File: src/rtl/core_pkg.sv
// Shared definitions for the RV32I core pipeline: control-vector bit positions
// and load funct3 encodings used by the EX/MEM/WB registers and load alignment.
package core_pkg;

  localparam int WE_REG    = 0;
  localparam int WE_LOAD   = 1;
  localparam int WE_BE_LSB = 2;

  typedef enum logic [2:0] {
    F3_LB  = 3'b000,
    F3_LH  = 3'b001,
    F3_LW  = 3'b010,
    F3_LBU = 3'b100,
    F3_LHU = 3'b101
  } load_funct3_e;

endpackage

File: src/rtl/ex_mem_wb_pipe_load_align.sv
// Combinational load alignment: picks the byte/halfword lane addressed by the
// load and sign- or zero-extends it; unlisted funct3 values behave as LW.
module load_align
  import core_pkg::*;
#(
  parameter int XLEN = 32
) (
  input  logic [2:0]      funct3,
  input  logic [1:0]      addr,
  input  logic [XLEN-1:0] rdata,
  output logic [XLEN-1:0] result
);

  logic [XLEN-1:0] byte_shifted;
  logic [XLEN-1:0] half_shifted;
  logic [7:0]      byte_lane;
  logic [15:0]     half_lane;

  // Halfword lane selection ignores addr[0]; misaligned halfwords are not split.
  always_comb begin
    byte_shifted = rdata >> {addr, 3'b000};
    half_shifted = rdata >> {addr[1], 4'b0000};
    byte_lane    = byte_shifted[7:0];
    half_lane    = half_shifted[15:0];
    case (funct3)
      F3_LB:   result = {{(XLEN-8){byte_lane[7]}}, byte_lane};
      F3_LH:   result = {{(XLEN-16){half_lane[15]}}, half_lane};
      F3_LBU:  result = {{(XLEN-8){1'b0}}, byte_lane};
      F3_LHU:  result = {{(XLEN-16){1'b0}}, half_lane};
      default: result = rdata;
    endcase
  end

endmodule

File: src/rtl/ex_mem_wb_pipe.sv
// EX/MEM and MEM/WB pipeline registers: drive data-memory requests from MEM,
// align load data in WB, and count retired instructions.
module ex_mem_wb_pipe
  import core_pkg::*;
#(
  parameter int XLEN  = 32,
  parameter int CNT_W = 64
) (
  input  logic             clk,
  input  logic             reset,
  input  logic             ex_valid,
  input  logic [4:0]       ex_rd,
  input  logic [7:0]       ex_we,
  input  logic [2:0]       ex_funct3,
  input  logic [XLEN-1:0]  ex_alu_result,
  input  logic [XLEN-1:0]  ex_store_data,
  input  logic             stall_mem,
  input  logic             flush_ex,
  input  logic [XLEN-1:0]  dmem_rdata,
  output logic [4:0]       mem_rd,
  output logic [7:0]       mem_we,
  output logic [XLEN-1:0]  mem_alu_result,
  output logic [XLEN-1:0]  dmem_wdata,
  output logic [3:0]       dmem_be,
  output logic             dmem_re,
  output logic [4:0]       writeback_rd,
  output logic             writeback,
  output logic [XLEN-1:0]  writeback_data,
  output logic [CNT_W-1:0] instret
);

  logic            mem_valid;
  logic [2:0]      mem_funct3;
  logic [XLEN-1:0] mem_store_data;

  logic            wb_valid;
  logic            wb_load;
  logic [2:0]      wb_funct3;
  logic [XLEN-1:0] wb_alu_result;
  logic [XLEN-1:0] wb_load_data;

  logic            ex_reg_we;
  logic            mem_issue;
  logic [7:0]      be_shifted;

  // Register writes to x0 are dropped here so forwarding never matches rd==0.
  assign ex_reg_we = ex_we[WE_REG] & (|ex_rd);

  always_ff @(posedge clk) begin
    if (reset) begin
      mem_valid      <= 1'b0;
      mem_rd         <= '0;
      mem_we         <= '0;
      mem_funct3     <= '0;
      mem_alu_result <= '0;
      mem_store_data <= '0;
    end else if (!stall_mem) begin
      if (flush_ex || !ex_valid) begin
        mem_valid      <= 1'b0;
        mem_rd         <= '0;
        mem_we         <= '0;
        mem_funct3     <= '0;
        mem_alu_result <= '0;
        mem_store_data <= '0;
      end else begin
        mem_valid      <= 1'b1;
        mem_rd         <= ex_rd;
        mem_we         <= {ex_we[7:WE_LOAD], ex_reg_we};
        mem_funct3     <= ex_funct3;
        mem_alu_result <= ex_alu_result;
        mem_store_data <= ex_store_data;
      end
    end
  end

  // A stalled MEM stage hands a bubble to WB while it keeps its own contents.
  always_ff @(posedge clk) begin
    if (reset || stall_mem) begin
      wb_valid      <= 1'b0;
      writeback_rd  <= '0;
      writeback     <= 1'b0;
      wb_load       <= 1'b0;
      wb_funct3     <= '0;
      wb_alu_result <= '0;
    end else begin
      wb_valid      <= mem_valid;
      writeback_rd  <= mem_rd;
      writeback     <= mem_valid & mem_we[WE_REG] & (|mem_rd);
      wb_load       <= mem_valid & mem_we[WE_LOAD];
      wb_funct3     <= mem_funct3;
      wb_alu_result <= mem_alu_result;
    end
  end

  always_ff @(posedge clk) begin
    if (reset) begin
      instret <= '0;
    end else if (wb_valid) begin
      instret <= instret + CNT_W'(1);
    end
  end

  assign mem_issue  = mem_valid & ~stall_mem;
  assign dmem_re    = mem_issue & mem_we[WE_LOAD];
  assign be_shifted = {4'b0000, mem_we[WE_BE_LSB +: 4]} << mem_alu_result[1:0];
  assign dmem_be    = mem_issue ? be_shifted[3:0] : 4'b0000;
  assign dmem_wdata = mem_store_data << {mem_alu_result[1:0], 3'b000};

  load_align #(
    .XLEN(XLEN)
  ) u_load_align (
    .funct3(wb_funct3),
    .addr  (wb_alu_result[1:0]),
    .rdata (dmem_rdata),
    .result(wb_load_data)
  );

  assign writeback_data = wb_load ? wb_load_data : wb_alu_result;

endmodule

File: config.mk
export PLATFORM = sky130hd
export DESIGN_NAME = ex_mem_wb_pipe
export DESIGN_NICKNAME = d
export VERILOG_FILES = /design/src/rtl/core_pkg.sv /design/src/rtl/ex_mem_wb_pipe_load_align.sv /design/src/rtl/ex_mem_wb_pipe.sv
export SDC_FILE = /design/constraint.sdc
export NUM_CORES = 1
export LEC_CHECK = 0
export ABC_CLOCK_PERIOD_IN_PS = 3900
export CAP_MARGIN = 25
export CORE_ASPECT_RATIO = 0.6
export CORE_MARGIN = 3
export CORE_UTILIZATION = 35
export DETAILED_ROUTE_END_ITERATION = 8
export GPL_TIMING_DRIVEN = 0
export HOLD_SLACK_MARGIN = 0.02
export PLACE_DENSITY_LB_ADDON = 0.12
export SLEW_MARGIN = 25
export SYNTH_ARGS = -nofsm -noshare
export SYNTH_HDL_FRONTEND = slang
export SYNTH_SLANG_ARGS = --single-unit
File: constraint.sdc
create_clock -name clk -period 3.9 [get_ports clk]
set_input_delay 0.585 -clock clk [delete_from_list [all_inputs] [get_ports clk]]
set_output_delay 0.585 -clock clk [all_outputs]
set_load 0.01 [all_outputs]
* Word level (Yosys, flattened, before mapping)
Index checks and enable logic that the tools add are counted.
Word-level totals: input port bits 117, bits in registers 188, logic and storage cells 43, output and inout port bits 184
Cells by class: reduce and logical (&&, ||, !) cells 6, bitwise operators 7, multiplexer cells 9, shift-type cells 4, equal/unequal tests 3, add/sub/neg operators 1
Operators by type and width (count):
- case mux 32 bit (4 select lines) | 1
- 2-to-1 mux 32 bit | 3
- adder 64 x 1 -> 64 bit, second input constant | 1
- left shift 32 x 5 -> 32 bit | 1
- >> shifter 32 x 5 -> 16 bit | 1
- >> shifter 32 x 5 -> 8 bit | 1
- OR reduction 5 bit | 2
- 2-to-1 mux 8 bit | 1
- bitwise AND 1 bit | 6
- == test 3 bit, second input constant | 2
- 2-to-1 mux 5 bit | 1
- 2-to-1 mux 4 bit | 1
- left shift 4 x 2 -> 4 bit | 1
- == test 3 x 1 -> 1 bit, second input constant | 1
- zero test 3 bit | 1
- 2-to-1 mux 3 bit | 1
- logical OR 1 bit | 2
- zero test 1 bit | 1
- 2-to-1 mux 1 bit | 1
- inverter 1 bit | 1

* Logic depth before layout (Yosys ltp)
Gate-level depths: netlist of the first run.
word-level depth 3, mapped depth 7, gate-level depth less buffers 6

* Hierarchy
From an unflattened synthesis of the first run, not the netlist that was laid out.
Second synthesis, totals: cells, all modules 1003, area total of the unflattened synthesis 8775.9 µm²
By module, submodules not included:
- ex_mem_wb_pipe | cells an instance 885, area each 7976.4 µm², times used 1, sequential area each 3763.6 µm²
- load_align | cells an instance 118, area each 799.5 µm², times used 1, sequential area each 0.0 µm²

* Worst setup path before layout of the first run
No wires, ideal clock.
kind input-to-output, start point input dmem_rdata[15], end point output writeback_data[10], path buffers 0, required time 3315 ps, arrival time 1888 ps, cell stages on the path 5, setup slack 1427 ps, cells stage by stage mux2_2 nor2_1 o41ai_1 nor2b_1 o22ai_1
Between the ends: cells in the longest elaborated chain, start to end 3
RTL lines:
- start, declared | line ex_mem_wb_pipe.sv:19 | input logic [XLEN-1:0] dmem_rdata,
- >> shifter 32 x 5 -> 8 bit | line ex_mem_wb_pipe_load_align.sv:21 | byte_shifted = rdata >> {addr, 3'b000};
- case mux 32 bit (4 select lines) | line ex_mem_wb_pipe_load_align.sv:25 | case (funct3)
- 2-to-1 mux 32 bit | line ex_mem_wb_pipe.sv:118 | assign writeback_data = wb_load ? wb_load_data : wb_alu_result;
- end, declared | line ex_mem_wb_pipe.sv:28 | output logic [XLEN-1:0] writeback_data,
No other way between the ends.

* Worst setup path in the final report of the first run
start point input dmem_rdata[23], end point output writeback_data[29]
The elaborated chain is that of the path after synthesis.

==> impl_metrics.toml, run 1 <==
[status]
status = "complete, no violations"

[sta]
slew_headroom_pct = 38.1
min_period_over_period_pct = 95.3
rsz0062_at_grt = "no"
finalHoldViolCount = 0
drv_slew = 0
finalSetupViolCount = 0
tightest_slew_ps = 918
fmax_mhz = 269
final.setup_skew_ps = 10.2
setup_ws_ps = 183
min_period_ps = 3720
whs_ps = 447

[power]
peakVddDrop_v = 0.000296
power.switching_mw = 0.969
power.internal_mw = 3.16
switching_share_pct = 23.5
power_density_nw_per_um2 = 334
power.total_mw = 4.13
power_leakage_nw = 4.20
p_clk_share_pct = 43.4
p_comb_share_pct = 9.0
pwr-share-seq_pct = 47.6

[cells_and_area]
drive_gt1_share_pct = 4.41
final_util_pct = 53.1
final_common_cell = "clkdlybuf4s50_1"
nets = 1420
final_cell_mix = "clkdlybuf4s50_1 (300), dfxtp_1 (188), nor2_1 (167)"
syn2layout_area_growth_pct = 47.9
final_area_um2 = 12300

[drt]
drtPass1Iterations = 5
vias = 8606
drtAntennaViolNets = 0
drtIter0Drc = 595
drc = 0
wl_mm = 31.6
wire_per_inst_um = 19.4
via_per_inst = 5.28

[cts]
postCtsHoldBufs = 0
cts_tree = "built"
numCtsBuffers = 17
cts.sinks = 188
htree_levels = 4
postCtsSetupBuffers = 0
clock_latency_ps = 450
clockBufferDepth = 2
clockRootBuffer = "clkbuf_16"
clk_pin_slew_ps = 70
ctsResizeCount = 0

[critical_path]
critPathArrivalTime_ps = 3130
cp_max_fo = 10
cp-end-kind = "output port"
critPathKind = "in2out"
required_ps = 3310
cp-start-kind = "input pin"

[placement]
io_buffers = 300
pre_cts_slack_ps = 253
place_hpwl_mm = 24.3
place.gp.congestion = 0.916
place_area_um2 = 11800

[run]
cap_viol_max_count = 0

[hold_path]
worstHoldPathType = "reg2reg"

[grt]
grt_pass1_wl_mm = 48.3
grt_antenna_before_repair = 4
overflow = 0
track_usage_pct = 24.1
grt_pass1_vias = 8164
grt_max_degree = 17

[logic_synthesis]
ys_warn_count = 0
syn_avg_cell_area_um2 = 8.49
synthFlopType = "dfxtp_1"
synth_cell_types = 47
synth_area_um2 = 8350
synth_fp_nets = 1101
seq_area_frac_synth_pct = 45.1
async_flop_share_pct = 0
ys_seq_elements = 188
synth_edf_count = 0
synthCells = 983

[floorplan]
initial_utilization_pct = 35.9
rows = 43
io_pins = 301
die_w_um = 205
dieArea_um2 = 25800
die_h_um = 126
core_region_area_um2 = 23200
==> flip-flops by register name, summed over array words and instances (netlist names) <==
signal,flops
wb_valid,1
mem_rd,5
wb_alu_result,32
wb_load,1
mem_alu_result,32
mem_valid,1
mem_funct3,3
mem_we,8
mem_store_data,32
instret,64
writeback,1
wb_funct3,3
writeback_rd,5
==> cells by family (layout without fill, tap and decap cells) <==
family	count (synthesis)	count (layout)	synth area share (%)
multiplexers	31	31	4.06
other	0	1	0
AO/OA/AOI/OAI	238	238	17.7
buffers and inverters	87	418	4.18
flip-flops	188	188	45.1
XOR/XNOR	39	39	4.09
adder cells (fa/ha/maj)	1	1	0.150
AND/OR/NAND/NOR	399	399	24.8
==> routing by layer <==
metal / part of all wire [%] / track usage, % / wire (µm)
met3: 8.4 / 7.18 / 2670
met2: 42 / 35.1 / 13300
met4: 1.1 / 5.94 / 342
met1: 48 / 35.0 / 15200
met5: 0.15 / 0 / 47
==> critical path: stages <==
cell and delay, ps:
clkdlybuf4s50_1 610, mux4_2 270, nor3b_2 430, clkbuf_1 390, a21oi_1 80, a21oi_1 200, clkdlybuf4s50_1 560
==> through the flow <==
stage,std cells,TNS [ps]
2_1_floorplan,983,0
3_3_place_gp,1598,-562
3_5_place_dp,1598,0
4_1_cts,1629,0
5_1_grt,1630,0
6_report,1630,0
==> final cells by class <==
cell class                      instances  area [µm²]
Antenna cell                            1        2.50
Sequential cell                       188        3760
Buffer                                 70         285
Multi-Input combinational cell        708        4240
Tap cell                              315         394
Clock inverter                         12         148
Clock buffer                           19         443
Timing Repair Buffer                  300        3000
Inverter                               17        63.8
Fill cell                            2226       10900
==> power groups by stage <==
stage | clock network, mW | registers [mW] | logic [mW]
finish | 1.79 | 1.96 | 0.373
floorplan | 0 | 2.01 | 0.131
CTS | 1.83 | 1.96 | 0.374
global route | 1.90 | 1.96 | 0.403
detailed placement | 0 | 2.01 | 0.372
global placement | 0 | 2.01 | 0.369
==> final timing paths <==
| check | slack [ps] | start | end | cells past startpoint |
|---|---|---|---|---|
| hold / removal | 450 | mem_funct3[2]$_SDFFE_PP0N_ | wb_funct3[2]$_SDFF_PP0_ | 1 |
| setup reg to reg | 1320 | instret[15]$_SDFFE_PP0P_ | instret[59]$_SDFFE_PP0P_ | 6 |
| hold reg to reg | 450 | mem_funct3[2]$_SDFFE_PP0N_ | wb_funct3[2]$_SDFF_PP0_ | 1 |
| setup / recovery | 180 | dmem_rdata[23] | writeback_data[29] | 7 |
==> cells in the mapped netlist, drive strengths merged (8+ instances only) <==
| cell type | count | area [µm²] |
|---|---|---|
| nor2b | 20 | 125 |
| or3 | 19 | 119 |
| a22oi | 85 | 638 |
| o22ai | 8 | 50.1 |
| o21ai | 48 | 240 |
| clkbuf | 57 | 214 |
| inv | 16 | 60.1 |
| nand4 | 26 | 188 |
| a21oi | 75 | 375 |
| or4 | 9 | 67.6 |
| nor2 | 167 | 627 |
| nor3 | 10 | 50.1 |
| nor4 | 19 | 195 |
| nand3 | 31 | 160 |
| xnor2 | 19 | 166 |
| buf | 13 | 71.3 |
| and2 | 53 | 332 |
| dfxtp | 188 | 3760 |
| xor2 | 20 | 175 |
| nand2 | 35 | 134 |
| a211oi | 11 | 82.6 |
| mux2i | 26 | 260 |
(Power assumes the default switching activity.)
==> run 2: changes to the inputs <==
PLACE_DENSITY = 0.76   (was not set)
PLACE_DENSITY_LB_ADDON = not set   (was 0.12)
==> run 2 against run 1 <==
Net effect:
- global-route usage increased by 0.79 points
- register-to-register slack improved by 30 ps
- design area hardly changed
- highest routed layer is now met4
==> impl_metrics.toml, run 2 (same netlist as run 1, synthesis figures left out) <==
[drt]
via_per_inst = 5.38
drc = 0
drtIter0Drc = 694
drtAntennaViolNets = 0
vias = 8766
wire_per_inst_um = 20.1
drtPass1Iterations = 5
wl_mm = 32.8

[floorplan]
initial_utilization_pct = 35.9
dieArea_um2 = 25800
io_pins = 301
die_w_um = 205
core_region_area_um2 = 23200
rows = 43
die_h_um = 126

[cells_and_area]
regMostFlops = "instret"
final_common_cell = "clkdlybuf4s50_1"
largest_reg_flops = 64
drive_gt1_share_pct = 4.34
nets = 1420
final_cell_mix = "clkdlybuf4s50_1 (300), dfxtp_1 (188), nor2_1 (167)"
layout.area.seq_um2 = 3760
multi_input_area_um2 = 4240
nFillCells = 2135
syn2layout_area_growth_pct = 47.8

[critical_path]
cp_cell_sequence = "clkdlybuf4s50_1 -> mux4_2 -> nor3b_2 -> clkbuf_1 -> a21oi_1 -> a21oi_1 -> clkdlybuf4s50_1"
critPathKind = "in2out"
cp_slowest_cell = "clkdlybuf4s50_1"
critPathArrivalTime_ps = 3140
required_ps = 3310
cp-start-kind = "input pin"
cp_max_fo = 10
rrSetupSlack_ps = 1350
crit_path_max_incr_delay_ps = 590
cp-end-kind = "output port"

[cts]
clock_latency_ps = 440
htree_levels = 4
clockBufferDepth = 2
postCtsSetupBuffers = 0
clk_pin_slew_ps = 70
clockRootBuffer = "clkbuf_16"
numCtsBuffers = 17
cts.sinks = 188
cts_tree = "built"
ctsResizeCount = 0
postCtsHoldBufs = 0

[status]
status = "complete, no violations"

[grt]
grt_pass1_wl_mm = 49.6
grt_pass1_vias = 8361
grt_antenna_before_repair = 0
grt_max_degree = 17
track_usage_pct = 24.9
overflow = 0

[power]
pwr-share-seq_pct = 47.8
power_leakage_nw = 4.18
power.total_mw = 4.11
p_clk_share_pct = 43.0
p_comb_share_pct = 9.2
power.internal_mw = 3.11
power_density_nw_per_um2 = 333
peakVddDrop_v = 0.000283
switching_share_pct = 24.4
power.switching_mw = 1.00

[sta]
finalSetupViolCount = 0
final.setup_skew_ps = 7.45
min_period_over_period_pct = 95.6
rsz0062_at_grt = "no"
min_period_ps = 3730
drv_slew = 0
slew_headroom_pct = 41.9
tightest_slew_ps = 863
finalHoldViolCount = 0
setup_tns_ps = 0
fmax_mhz = 268

[placement]
place_hpwl_mm = 25.1
io_buffers = 300
place.gp.congestion = 0.917

[hold_path]
worstHoldPathType = "reg2reg"

[run]
cap_viol_max_count = 0
[run 2: critical path, delay by kind of cell]
kind,cells,cell delay (ps)
mux,1,260
simple gates,1,420
buf+inv,3,1550
compound gates,2,330
[run 2: metrics by stage]
step                      setup slack [ps]  instances  cell area (µm²)  hold WS, ps  util (%)
after floorplan                       1430        983             8350          431         -
after global placement                -184       1598            11700          455      50.5
after detailed placement               189       1598            11800          448      50.6
after CTS                              181       1629            12300          477      53.1
after global routing                  7.13       1629            12300          505      53.1
final                                  171       1630            12300          476      53.1
[run 2: layout make-up]
type / count / share of cell area [%]
timing repair buffer: 300 / 24.3
antenna: 1 / 0.0203
clock buffer: 20 / 3.62
clock inverter: 11 / 1.10
buffer: 70 / 2.31
tap: 315 / 3.19
multi-input combinational: 708 / 34.4
inverter: 17 / 0.517
sequential: 188 / 30.5
[run 2: worst paths after layout]
kind                              startpoint                            to  cells past startpoint
max                           dmem_rdata[23]            writeback_data[21]                      7
min reg2reg  mem_alu_result[30]$_SDFFE_PP0N_  wb_alu_result[30]$_SDFF_PP0_                      1
min          mem_alu_result[30]$_SDFFE_PP0N_  wb_alu_result[30]$_SDFF_PP0_                      1
max reg2reg         instret[14]$_SDFFE_PP0P_      instret[59]$_SDFFE_PP0P_                      6
[run 2: power groups by stage]
stage / clock (mW) / sequential [mW] / combinational (mW)
global route: 1.87 / 1.97 / 0.405
detailed placement: 0 / 2.01 / 0.375
global placement: 0 / 2.01 / 0.373
floorplan: 0 / 2.01 / 0.131
finish: 1.77 / 1.96 / 0.378
CTS: 1.80 / 1.96 / 0.378
[run 2: layer usage]
layer	vias up	wire length (µm)	GRT usage, %
li1	4113	-	-
met5	-	0	0
met3	23	3200	7.80
met4	0	316	4.98
met2	433	14200	37.3
met1	4197	15100	35.5
==> run 3: changes to the inputs <==
MAX_ROUTING_LAYER = met4   (was not set)
PLACE_DENSITY = 0.7   (was 0.76)
==> run 3 against run 2 <==
Net effect:
- register-to-register slack improved by 50 ps
- power increased by 2.4%
- via count decreased by 1.2%
- largest power group unchanged
==> impl_metrics.toml, run 3 (same netlist as run 1, synthesis figures left out) <==
[status]
status = "complete, no violations"

[placement]
io_buffers = 300
place_area_um2 = 11800
pre_cts_slack_ps = 100
place.gp.congestion = 0.907
place_hpwl_mm = 24.7

[critical_path]
critPathArrivalTime_ps = 3160
critPathKind = "in2out"
startpoint = "dmem_rdata[31]"
cp-end-kind = "output port"
crit_end = "writeback_data[30]"
cp-start-kind = "input pin"
rr_worst_depth = 5
cp_max_fo = 10
rrSetupSlack_ps = 1400
required_ps = 3310
rr_endpoint = "instret[46]$_SDFFE_PP0P_"
r2r_start = "instret[8]$_SDFFE_PP0P_"

[sta]
whs_ps = 474
min_period_ps = 3750
drv_slew = 0
min_period_over_period_pct = 96.1
setup_tns_ps = 0
finalHoldViolCount = 0
final.setup_skew_ps = 12.5
tightest_slew_ps = 833
slew_headroom_pct = 43.9
rsz0062_at_grt = "no"
setup_ws_ps = 152
finalSetupViolCount = 0
fmax_mhz = 267

[cts]
numCtsBuffers = 17
htree_levels = 4
cts_tree = "built"
clock_latency_ps = 440
clockRootBuffer = "clkbuf_16"
cts.sinks = 188
clockBufferDepth = 2
clk_pin_slew_ps = 80

[grt]
overflow = 0
grt_antenna_before_repair = 1
grt_max_degree = 17
grt_pass1_vias = 8258
grt_pass1_wl_mm = 49.1
track_usage_pct = 25.4

[power]
power_density_nw_per_um2 = 339
pwr-share-seq_pct = 46.7
p_clk_share_pct = 44.3
power.internal_mw = 3.21
switching_share_pct = 23.7
peakVddDrop_v = 0.000290
power.switching_mw = 0.996
p_comb_share_pct = 9.0
power_leakage_nw = 4.21

[cells_and_area]
regMostFlops = "instret"
largest_reg_flops = 64
nets = 1420
final_common_cell = "clkdlybuf4s50_1"
drive_gt1_share_pct = 4.56
final_area_um2 = 12400
syn2layout_area_growth_pct = 48.3
final_cell_mix = "clkdlybuf4s50_1 (300), dfxtp_1 (188), nor2_1 (167)"
final_util_pct = 53.3

[drt]
drtPass1Iterations = 5
drtAntennaViolNets = 0
wl_mm = 32.5
via_per_inst = 5.31
drc = 0
drtIter0Drc = 708
wire_per_inst_um = 19.9
vias = 8660

[floorplan]
initial_utilization_pct = 35.9
die_w_um = 205
die_h_um = 126
dieArea_um2 = 25800
rows = 43
io_pins = 301
core_region_area_um2 = 23200

[hold_path]
worstHoldPathType = "reg2reg"

[run]
cap_viol_max_count = 0
[run 3: per-stage QoR]
step	power (mW)	instances
4_1_cts	4.24	1630
3_5_place_dp	2.38	1598
3_3_place_gp	2.38	1598
6_report	4.20	1631
5_1_grt	4.35	1631
2_1_floorplan	2.14	983
[run 3: layer usage]
layer | vias to the layer above | part of all wire, % | global-route usage, %
met4 | 0 | 0.80 | 4.50
met2 | 387 | 43 | 37.0
met1 | 4137 | 47 | 36.1
li1 | 4114 | - | -
met5 | - | 0 | -
met3 | 22 | 8.7 | 6.38
[run 3: area by class of cell]
| class | count | area, µm² |
|---|---|---|
| diodes | 1 | 2.50 |
| plain buffers | 70 | 287 |
| clock buffers | 21 | 470 |
| clock inverters | 11 | 156 |
| fillers | 2183 | 10900 |
| inverters | 17 | 63.8 |
| multi-input cells | 708 | 4240 |
| flip-flops and latches | 188 | 3760 |
| well taps | 315 | 394 |
| repair buffers | 300 | 3000 |
[run 3: repair_timing]
action,in CTS,in global routing
setup endpoints to repair,0,4
hold buffers,0,0
gates resized for setup,0,2
setup buffers,0,0
[run 3: power groups by stage]
| stage | registers [mW] | logic [mW] | clock network, mW |
|---|---|---|---|
| finish | 1.96 | 0.380 | 1.86 |
| floorplan | 2.01 | 0.131 | 0 |
| global placement | 2.01 | 0.375 | 0 |
| CTS | 1.96 | 0.380 | 1.89 |
| detailed placement | 2.01 | 0.378 | 0 |
| global route | 1.97 | 0.409 | 1.97 |
[run 3: how the worst min path moves through the flow]
| stage | start | to | slack, ps | depth (start not counted) |
|---|---|---|---|---|
| finish | mem_we[0]$_SDFFE_PP0N_ | writeback$_SDFF_PP0_ | 470 | 1 |
| global route | mem_we[0]$_SDFFE_PP0N_ | writeback$_SDFF_PP0_ | 500 | 1 |
| CTS | mem_we[0]$_SDFFE_PP0N_ | writeback$_SDFF_PP0_ | 480 | 1 |
| detailed placement | mem_funct3[1]$_SDFFE_PP0N_ | wb_funct3[1]$_SDFF_PP0_ | 470 | 1 |
| global placement | mem_funct3[2]$_SDFFE_PP0N_ | wb_funct3[2]$_SDFF_PP0_ | 450 | 1 |
| floorplan | mem_funct3[0]$_SDFFE_PP0N_ | wb_funct3[0]$_SDFF_PP0_ | 430 | 1 |
[run 3: critical path: stages]
cell and delay [ps]:
clkdlybuf4s50_1 600, mux4_2 270, nor3b_2 400, clkbuf_2 320, a21oi_1 60, a21oi_1 300
clkdlybuf4s50_1 610
